--- src/rtl/mac_pkg.sv ---
// Shared types and helpers for the MAC accumulate stage.
package mac_pkg;

  localparam int PROD_W    = 36;
  localparam int ACC_W_DEF = 48;
  localparam int CNT_W_DEF = 8;

  typedef enum logic [1:0] {
    ST_IDLE  = 2'd0,
    ST_ACCUM = 2'd1,
    ST_HOLD  = 2'd2
  } state_e;

  // One-bit extension of a product; the caller sign-extends the result to the accumulator width.
  function automatic logic [PROD_W:0] ext_prod(input logic [PROD_W-1:0] p, input logic sgn);
    return {sgn & p[PROD_W-1], p};
  endfunction

endpackage

--- src/rtl/mac_acc_add.sv ---
// Combinational accumulator adder with signed/unsigned overflow detection.
module mac_acc_add #(
  parameter int ACC_W = 48
) (
  input  logic [ACC_W-1:0] a_i,
  input  logic [ACC_W-1:0] b_i,
  input  logic             mode_i,
  output logic [ACC_W-1:0] sum_o,
  output logic             ovf_o
);

  logic [ACC_W:0] full;

  assign full  = {1'b0, a_i} + {1'b0, b_i};
  assign sum_o = full[ACC_W-1:0];

  // Signed: like-signed addends producing an opposite-signed sum. Unsigned: carry out.
  assign ovf_o = mode_i ? ((a_i[ACC_W-1] == b_i[ACC_W-1]) && (sum_o[ACC_W-1] != a_i[ACC_W-1]))
                        : full[ACC_W];

endmodule

--- src/rtl/mac_acc36.sv ---
// Accumulates a programmed number of 36-bit multiplier products into a wide sum.
module mac_acc36
  import mac_pkg::*;
#(
  parameter int ACC_W = ACC_W_DEF,
  parameter int CNT_W = CNT_W_DEF
) (
  input  logic              i_clk,
  input  logic              i_rst,
  input  logic              i_start,
  input  logic [CNT_W-1:0]  i_len,
  input  logic              i_acc_ns,
  input  logic              i_prod_vld,
  input  logic [PROD_W-1:0] i_prod,
  output logic              o_busy,
  output logic              o_drop,
  output logic              o_acc_vld,
  input  logic              i_acc_rdy,
  output logic [ACC_W-1:0]  o_acc,
  output logic              o_ovf
);

  state_e             state_q, state_d;
  logic [ACC_W-1:0]   acc_q, acc_d;
  logic [CNT_W-1:0]   cnt_q, cnt_d;
  logic               mode_q, mode_d;
  logic               ovf_q, ovf_d;
  logic               drop_q, drop_d;

  logic signed [PROD_W:0] ext_short;
  logic [ACC_W-1:0]       ext_op;
  logic [ACC_W-1:0]       sum;
  logic                   add_ovf;
  logic                   start_ok;

  assign ext_short = ext_prod(i_prod, mode_q);
  assign ext_op    = ACC_W'(ext_short);

  mac_acc_add #(.ACC_W(ACC_W)) u_add (
    .a_i    (acc_q),
    .b_i    (ext_op),
    .mode_i (mode_q),
    .sum_o  (sum),
    .ovf_o  (add_ovf)
  );

  // A new transaction is taken from IDLE, or from HOLD in the same cycle the result is consumed.
  assign start_ok = i_start && ((state_q == ST_IDLE) || ((state_q == ST_HOLD) && i_acc_rdy));

  always_comb begin
    state_d = state_q;
    acc_d   = acc_q;
    cnt_d   = cnt_q;
    mode_d  = mode_q;
    ovf_d   = ovf_q;
    drop_d  = i_prod_vld && (state_q != ST_ACCUM);

    case (state_q)
      ST_ACCUM: begin
        if (i_prod_vld) begin
          acc_d = sum;
          ovf_d = ovf_q | add_ovf;
          cnt_d = cnt_q - CNT_W'(1);
          if (cnt_q == CNT_W'(1)) state_d = ST_HOLD;
        end
      end
      ST_HOLD: begin
        if (i_acc_rdy) state_d = ST_IDLE;
      end
      ST_IDLE: ;
      default: state_d = ST_IDLE;
    endcase

    if (start_ok) begin
      acc_d   = '0;
      ovf_d   = 1'b0;
      cnt_d   = i_len;
      mode_d  = i_acc_ns;
      state_d = (i_len != '0) ? ST_ACCUM : ST_HOLD;
    end
  end

  always_ff @(posedge i_clk) begin
    if (i_rst) begin
      state_q <= ST_IDLE;
      acc_q   <= '0;
      cnt_q   <= '0;
      mode_q  <= 1'b0;
      ovf_q   <= 1'b0;
      drop_q  <= 1'b0;
    end else begin
      state_q <= state_d;
      acc_q   <= acc_d;
      cnt_q   <= cnt_d;
      mode_q  <= mode_d;
      ovf_q   <= ovf_d;
      drop_q  <= drop_d;
    end
  end

  assign o_busy    = (state_q != ST_IDLE);
  assign o_acc_vld = (state_q == ST_HOLD);
  assign o_acc     = acc_q;
  assign o_ovf     = ovf_q;
  assign o_drop    = drop_q;

endmodule
--- config.mk ---
export PLATFORM = sky130hd
export DESIGN_NAME = mac_acc36
export DESIGN_NICKNAME = d
export VERILOG_FILES = /design/src/rtl/mac_pkg.sv /design/src/rtl/mac_acc_add.sv /design/src/rtl/mac_acc36.sv
export SDC_FILE = /design/constraint.sdc
export NUM_CORES = 1
export LEC_CHECK = 0
export BUFFER_PORTS_ARGS = -buffer_cell sky130_fd_sc_hd__buf_4
export CAP_MARGIN = 20
export CORE_MARGIN = 2
export CORE_UTILIZATION = 40
export DETAILED_ROUTE_END_ITERATION = 7
export GPL_TIMING_DRIVEN = 0
export HOLD_SLACK_MARGIN = 0.03
export PLACE_DENSITY_LB_ADDON = 0.1
export SETUP_SLACK_MARGIN = 0.02
export SYNTH_ARGS = -nofsm -noshare
export SYNTH_HDL_FRONTEND = slang
export SYNTH_SLANG_ARGS = --single-unit
--- constraint.sdc ---
create_clock -name i_clk -period 8.58 [get_ports i_clk]
set_input_delay 1.716 -clock i_clk [delete_from_list [all_inputs] [get_ports i_clk]]
set_output_delay 1.716 -clock i_clk [all_outputs]
set_load 0.01 [all_outputs]
# After elaboration in Yosys (flattened, before gate mapping)
# Cells that the tools add are included.
[word_totals]
ff_bits = 61
inputBits = 50
output_inout_bits = 52
[classes]
addsub = 2
n_eq_ne = 10
n_mux = 10
n_bitwise = 2
n_reduce_logical = 14
[ops]
columns = ["op", "n"]
rows = [
  ["48-bit by 48-bit adder with 49-bit output", 1],
  ["8-bit 2-to-1 mux", 3],
  ["2-bit 2-to-1 mux", 5],
  ["8-bit by 1-bit equality test with 1-bit output, second input constant", 1],
  ["8-bit nonzero test", 1],
  ["8-bit by 1-bit subtractor with 8-bit output, second input constant", 1],
  ["3-bit inequality test, second input constant", 2],
  ["2-bit case mux with 3 select lines", 1],
  ["2-bit nonzero test", 3],
  ["1-bit logical AND", 4],
  ["2-bit AND reduction", 2],
  ["4-bit AND reduction", 1],
  ["3-bit by 1-bit inequality test with 1-bit output, second input constant", 1],
  ["2-bit by 1-bit equality test with 1-bit output, second input constant", 1],
  ["2-bit equality test, second input constant", 1],
  ["2-bit logical NOT", 1],
  ["2-bit by 1-bit inequality test with 1-bit output, second input constant", 1],
  ["2-bit inequality test, second input constant", 1],
  ["2-bit OR reduction", 1],
  ["1-bit bitwise AND", 1],
  ["1-bit equality test", 1],
  ["1-bit logical OR", 1],
  ["1-bit 2-to-1 mux", 1],
  ["1-bit inequality test", 1],
  ["1-bit bitwise OR", 1],
]

# Depth between registers and ports, before layout
[logic_depth]
depth_word = 6
depth_mapped = 12
depth_no_buf = 11

# By module
# A second synthesis with hierarchy kept.
[unflattened]
cells_unflattened = 672
area_unflattened_um2 = 5004.8
[modules_own_cells]
columns = ["mod", "n_inst", "cells_each", "area_each_um2", "seq_area_each_um2"]
rows = [
  ["mac_acc_add", 1, 374, 2647.5, 0.0],
  ["mac_acc36", 1, 298, 2357.3, 1221.2],
]

# Worst setup path after synthesis
# No wires, ideal clock.
[synth_path]
kind = "input to register"
start = "input i_prod[0]"
end = "register acc_q[40], in the netlist o_acc[40]"
setup_time_ns = 0.070
t_arrival_ns = 4.273
required_ns = 8.510
path_slack_ns = 4.238
cell_stages = 11
path_buffers = 0
path_cell_list = "ha_1 -> fa_1 -> a211oi_1 -> o21ai_0 -> a21oi_1 -> o21ai_0 -> a221oi_1 -> o21ai_0 -> xnor2_1 -> or3_1 -> a21oi_1"
[synth_via]
elab_chain_len = 1
[synth_lines]
columns = ["element", "line", "rtl"]
rows = [
  ["from (decl)", "mac_acc36.sv:14", "input logic [PROD_W-1:0] i_prod,"],
  ["48-bit by 48-bit adder with 49-bit output", "mac_acc_add.sv:14", "assign full = {1'b0, a_i} + {1'b0, b_i};"],
  ["to (signal assigned)", "mac_acc36.sv:86", "acc_q <= '0;"],
  ["to (signal assigned)", "mac_acc36.sv:93", "acc_q <= acc_d;"],
  ["to (decl)", "mac_acc36.sv:24", "logic [ACC_W-1:0] acc_q, acc_d;"],
]
# No other way between the ends.
# A chain may end at the register's enable or synchronous reset.

# Worst setup path after layout
# Ends and elaborated chain as after synthesis.

==> out/results.txt <==
outcome: finished, final reports clean
asr flop ratio synth: 0
Mean Syn Cell Area: 7.44 um^2
Seq/Total Area, Yosys: 0.230
maximum clock frequency: 0.199 GHz
Initial DRC Count: 433
Overall Power: 857 uW
Die Wd: 119 um
RSZ-0062 raised after global routing: no
cts bufs inserted: 9
Reg2Reg Setup Slack: 4740 ps
synthesized instance count: 715
Synth area leaders: dfxtp_1, ha_1, a21oi_1, nand2_1, nor2_1
# Post-CTS Setup Buffers: 0
post-synth top area share: 0.230
worst hold path type: reg -> reg
Slew HR: 0.438
HPWL after detailed placement: 12700 um
drt drc: 0
Post-synth EDFFs: 0
Vias/cell: 5.69
Clock Skew: 4.08 ps
leak pwr: 2.86 nW
synthesized flop and latch total: 61
largest net degree at the start of global routing: 11
CTS H-tree lvls: 3
min cycle time layout: 5020 ps
final setup fails: 0
first-pass GRT wire length: 27300 um
Routed Antenna Nets: 0
P per Cell Area: 130 nW/um^2
CTS tree: built
drt pass-1 iters: 5
Clock Path Buffers: 2
number of global-route vias before repair: 5484
Seq pwr share: 0.353
I/O Pins: 102
Clk pwr share: 0.428
core area: 13100 um^2
netlist area before placement: 5320 um^2
Die Y: 119 um
Layout Area Growth over Synthesis: 23.7%
CP startpoint kind: input port
max cap viols: 0
Fin. Hold Viols: 0
fin nets: 918
max-slew violations: 0
count of unique library cells instantiated by Yosys: 71
detailed-route via count: 5724
NetSw: 256 uW
Final Cycle Share: 0.585
VDD IR max: 77.8 uV
crit path max fanout: 4
leading area contributor after synthesis: dfxtp_1
Setup CP Type: in -> reg
Req. time, crit path: 8850 ps
top_reg_cell synth: dfxtp_1
CTS root buf: clkbuf_16
part of the power in combinational logic: 0.219
Critical Path AT: 5290 ps
Rows: 42
wirelength, routed: 16500 um
Worst Setup End Kind: flip-flop
Warnings, synthesis: 0
post_cts resized: 0
DR WL/cell: 16.4 um
share of cells above drive strength 1: 0.186
total track usage: 0.236
switch share: 0.299
grt ovf: 0
Final TNS setup: 0 ps
Post-CTS Hold Buffers: 0
die area: 14200 um^2
GP Congestion: 0.949
Reg clk slew, reported paths: 60 ps
syn_nets: 806
Tightest Pin Transition: 842 ps
internal power: 601 uW
initial antenna violation count: 0
Clock Sinks: 61
Clk Latency, worst-skew pair: 340 ps
number of antenna repair diodes: 0
final core utilization: 0.501
port buffer count: 101
Starting Density: 0.405
[cells in the mapped netlist, drive strengths merged, types with 7 or more instances]
master,number
nor3,18
inv,16
xor2,13
or3,11
a21oi,91
a211oi,13
clkbuf,21
nand3,22
o21ai,51
nand2,90
nand4,15
buf,21
nand2b,7
dfxtp,61
ha,40
and3,7
xnor2,20
o21a,11
nor2,67
a21o,21
mux2i,8
o211ai,9
[registers in the layout, indices dropped and copies added, names as in the netlist]
name	flops
state_q	2
o_drop	1
cnt_q	8
o_acc	48
o_ovf	1
mode_q	1
[cells in the final DEF (no fill, tap or decap), drive strengths merged, types with 5 or more instances in the layout]
cell,n
a211oi,13
and3,7
a21o,21
o211ai,9
o21a,11
inv,16
mux2i,8
clkbuf,33
o21ai,51
nand2b,7
nand3,22
nor4,6
xor2,13
buf,122
nand4,15
or3,11
nand2,90
ha,40
a21oi,91
nor3,18
xnor2,20
nor2,67
dfxtp,61
and2,5
a31oi,6
[logic make-up (layout without fill, tap and decap cells)]
logic type               after synthesis  count (layout)  share of synthesized area
buffers and inverters                 58             173                     0.0614
AO/OA/AOI/OAI                        246             246                      0.302
XOR/XNOR                              33              33                     0.0543
adder cells (fa/ha/maj)               41              41                     0.0978
multiplexers                           9               9                     0.0172
flip-flops                            61              61                      0.230
AND/OR/NAND/NOR                      267             267                      0.237
[worst max-delay path, stage by stage]
cell and delay, ps:
buf_4 110, ha_1 230, fa_1 440, a211oi_1 280
o21ai_0 180, a21oi_1 320, o21ai_0 200, a221oi_1 770
o21ai_0 370, xnor2_1 210, or3_1 320, a21oi_1 130
[metal layers]
| layer | global-route usage | part of all wire | vias up |
|---|---|---|---|
| li1 | - | - | 2844 |
| met1 | 0.319 | 0.47 | 2695 |
| met2 | 0.383 | 0.46 | 159 |
| met3 | 0.0335 | 0.047 | 26 |
| met4 | 0.0868 | 0.024 | 0 |
| met5 | 0 | 0 | - |
[worst paths after layout]
check | from | end | cells past startpoint
min reg2reg | o_acc[5] | o_acc[5] | 2
max reg2reg | o_acc[0] | o_acc[40] | 11
max | i_prod[0] | o_acc[40] | 12
min | o_acc[5] | o_acc[5] | 2
[stage by stage]
stage	cell area [um^2]	hold slack (ps)	std cells	setup WS (ps)
floorplan	5320	445	715	4240
global placement	6300	458	992	3290
detailed placement	6300	465	992	3290
CTS	6580	472	1006	3610
global route	6580	499	1006	3350
finish	6580	468	1006	3560
[power by group through the flow]
stage	clock network, mW	registers [mW]	logic [mW]
floorplan	0	0.308	0.122
global placement	0	0.308	0.185
detailed placement	0	0.308	0.187
CTS	0.371	0.302	0.188
global route	0.384	0.304	0.208
finish	0.367	0.303	0.188
[cell type report]
cell class                 count  area, um^2
fill                        1386        6560
multi-input combinational    596        3770
sequential                    61        1220
timing repair buffer         101         758
buffer                        42         267
clock buffer                  12         246
tap                          176         220
inverter                      16        60.1
clock inverter                 2        35.0
Power figures use the tool's default switching activity.
